$ cat src/rtl/nor_chk_pkg.sv
// Shared types and constants for the NOR logic-unit self-test checker.
package nor_chk_pkg;

    typedef enum logic [1:0] {
        ST_IDLE   = 2'd0,
        ST_SETTLE = 2'd1,
        ST_SAMPLE = 2'd2,
        ST_DONE   = 2'd3
    } state_t;

    // Function codes of the unit under test, indexed by sel
    localparam logic [2:0] FN_NOT_A    = 3'd0;
    localparam logic [2:0] FN_NOR      = 3'd1;
    localparam logic [2:0] FN_AND      = 3'd2;
    localparam logic [2:0] FN_OR       = 3'd3;
    localparam logic [2:0] FN_XOR      = 3'd4;
    localparam logic [2:0] FN_XNOR     = 3'd5;
    localparam logic [2:0] FN_NAND     = 3'd6;
    localparam logic [2:0] FN_NAND_ALT = 3'd7;

    localparam int VEC_W = 5;
    localparam int CNT_W = 6;

    localparam logic [VEC_W-1:0] VEC_LAST = 5'd31;

endpackage

$ cat src/rtl/nor_chk_golden.sv
// Golden reference for the 8-function NOR logic unit: {sel,a,b} -> expected out.
module nor_chk_golden
    import nor_chk_pkg::*;
(
    input  logic [2:0] sel,
    input  logic       a,
    input  logic       b,
    output logic       expected
);

    // Reference truth function per select code
    always_comb begin
        expected = 1'b0;
        case (sel)
            FN_NOT_A:    expected = ~a;
            FN_NOR:      expected = ~(a | b);
            FN_AND:      expected = a & b;
            FN_OR:       expected = a | b;
            FN_XOR:      expected = a ^ b;
            FN_XNOR:     expected = ~(a ^ b);
            FN_NAND:     expected = ~(a & b);
            FN_NAND_ALT: expected = ~(a & b);
            default:     expected = 1'b0;
        endcase
    end

endmodule

$ cat config.mk
export PLATFORM = sky130hd
export DESIGN_NAME = nor_chk_golden
export DESIGN_NICKNAME = d
export VERILOG_FILES = /design/src/rtl/nor_chk_pkg.sv /design/src/rtl/nor_chk_golden.sv
export SDC_FILE = /design/constraint.sdc
export NUM_CORES = 1
export LEC_CHECK = 0
export BUFFER_PORTS_ARGS = -buffer_cell sky130_fd_sc_hd__buf_2
export CELL_PAD_IN_SITES_DETAIL_PLACEMENT = 0
export CELL_PAD_IN_SITES_GLOBAL_PLACEMENT = 2
export CORE_AREA = 5 5 42 44
export DETAILED_ROUTE_END_ITERATION = 7
export DIE_AREA = 0 0 47 49
export GPL_TIMING_DRIVEN = 0
export PLACE_DENSITY_LB_ADDON = 0.25
export SLEW_MARGIN = 10
export SYNTH_ARGS = -nofsm -noshare
export SYNTH_HDL_FRONTEND = slang
export SYNTH_SLANG_ARGS = --single-unit
$ cat constraint.sdc
create_clock -name vclk -period 1.9
set_clock_uncertainty 0.15 [all_clocks]
set_input_delay 0.19 -clock vclk [all_inputs]
set_output_delay 0.19 -clock vclk [all_outputs]
set_load 0.02 [all_outputs]
==> summary.txt <==
Finish
  • Share of cells above drive strength 1: 35.00%
  • Clock buf count: 0
  • Final std cells w/o fill: 36
  • Fillers: 168
  • Seq Cell Count: 0
  • FF/Latch Area: 0 sq um
  • Multi-input logic area: about 90 sq um
  • Fin nets: 29
  • Antenna cell count: 0
  • Commonest non-fill, non-tap cell in the layout: buf_2
  • P&R area growth vs syn: 51.28%

Placement
  • Port Buffer Count: 6
  • Number of instances in the placed design: 36
  • Final Wtd Congestion: 0.6199

Drt
  • Initial DRC count: 0
  • Vias: 109
  • DR DRC count: 0
  • Post-route ant nets: 0
  • Drt wl/cell: ~6.6 um
  • Final WL: 238 um
  • First-pass DRT Iterations: 1
  • Vias per inst: 3.028

Global route
  • Grt ovf: 0
  • GRT Resource Usage Total: 2.386%
  • Initial antenna violation count: 0
  • Vias in the first global route: 109
  • First-pass GRT wire length: approximately 460 um
  • Largest net degree at the start of global routing: 7

Power
  • Net switching power: 0.00001500 W
  • LEAKAGE: 0.07188 nW
  • Int Power: ~0.000015 W
  • Maximum vdd drop: ~64 uV
  • PwrDens: between 200 and 250 mW/mm^2
  • Switching share of power: 50.70%
  • Share of total power in the clock network: 0%
  • Combinational share of power: between 90% and 100%
  • Sequential power share: 0%

Logic synthesis
  • Syn Area/Cell: ~7 sq um
  • Register area share after synthesis: 0%
  • YS warnings: 0
  • Synth Instances: 14
  • Syn Std Cell Area: 97.59 sq um
  • Unique masters post-synth: 9
  • Syn nets: 21

Timing
  • Hold Vio Cnt, Final: 0
  • RSZ-0062 raised after global routing: no
  • Max Clock Freq: 0.5897 GHz
  • Relative slew slack: slightly below 90%
  • Tightest Pin Transition: 0.1851 ns
  • Tcrit/Tclk final: 89.25%
  • Total negative slack: 0 ns
  • # setup viols final: 0
  • Max-slew violation count: 0
  • Min Clock Period, post-route: 1.696 ns

Min path
  • Hold path startpoint: sel[1]
  • Hold WC Path Type: primary input to output port
  • Worst Hold Depth: 3
  • WHS Endpoint: expected

Worst setup path
  • CP Launch Type: primary input
  • CP cell instances: buf_2 > inv_1 > ha_1 > and2_4 > o21a_1 > o31ai_1 > buf_2
  • WP data arrival: about 1.4 ns
  • Endpoint class of the critical path: output port
  • CP required: 1.56 ns
  • Top delay family on crit path: compound AO/OA/AOI/OAI gates
  • Max stage delay cell, worst path: ha_1
  • Critical path's largest stage delay: 0.28 ns
  • Most used cell, CP: buf_2
  • CP Max Fanout: 3
  • Crit path kind: primary input to output port
  • Critical path buffer and inverter count: 3

Die
  • Die width: 47 um
  • Die ar.: 0.002303 sq mm
  • Initial Utilization: around 7.0%
  • Total I/O pin count: 6
  • Die Y: 49 um
  • Cell Rows: 14
  • Core area: 0.001401 sq mm

Flow run
  • Max Cap Viol: 0

Clock network
  • Post-CTS setup buffers: 0
  • Post-cts sizing count: 0
  • Cts hold-fix bufs: 0

Outcome
  • Status: finished clean
## how the worst max path moves through the flow
| stage | endpoint | slack [ns] | cells after the start | from |
|---|---|---|---|---|
| final | expected | 0.20 | 7 | a |
| after global routing | expected | 0.13 | 7 | a |
| after CTS | expected | 0.20 | 7 | a |
| after detailed placement | expected | 0.20 | 7 | a |
| after global placement | expected | 0.22 | 7 | a |
| after floorplan | expected | 0.18 | 5 | a |
## cells in the mapped netlist
library cell  number  area [sq um]
and2_4             1         8.760
ha_1               2         25.02
inv_1              2         7.510
nor2_1             2         7.510
nor2b_1            1         6.260
nor3_1             1         5.000
nor3b_1            2         15.01
o21a_1             1         7.510
o31ai_1            2         15.01
## logic make-up after synthesis
| logic type | synth area share (%) |
|---|---|
| buffers and inverters | 7.695 |
| AO/OA/AOI/OAI | 23.08 |
| adder cells (fa/ha/maj) | 25.64 |
| AND/OR/NAND/NOR | 43.59 |
## layout make-up
| type | count | share of cell area (%) |
|---|---|---|
| well taps | 16 | 13.56 |
| multi-input cells | 12 | 61.02 |
| inverters | 2 | 5.085 |
| repair buffers | 6 | 20.34 |
## routing by layer
metal	GRT usage, %	vias to the layer above	wire [um]
met3	1.476	0	49
li1	-	62	-
met2	1.584	6	47
met4	0	0	0
met1	5.000	41	142
met5	0	-	0
## stage by stage
step	util (%)	setup slack [ns]	hold slack, ns	total power (W)	instance area (sq um)
2_1_floorplan	-	0.1781	0.3762	0.00001740	97.59
3_3_place_gp	10.54	0.2200	0.5327	0.00002895	147.6
3_5_place_dp	10.54	0.2011	0.5355	0.00002951	147.6
4_1_cts	10.54	0.1981	0.5360	0.00002968	147.6
5_1_grt	10.54	0.1321	0.5615	0.00003344	147.6
6_report	10.54	0.2042	0.5353	0.00002958	147.6
## power by group through the flow
stage                      logic, W  registers (W)  clock network [W]
after detailed placement  0.0000295              0                  0
final                     0.0000296              0                  0
after global placement    0.0000290              0                  0
after CTS                 0.0000297              0                  0
after floorplan           0.0000174              0                  0
after global routing      0.0000334              0                  0
Power figures use the tool's default switching activity.
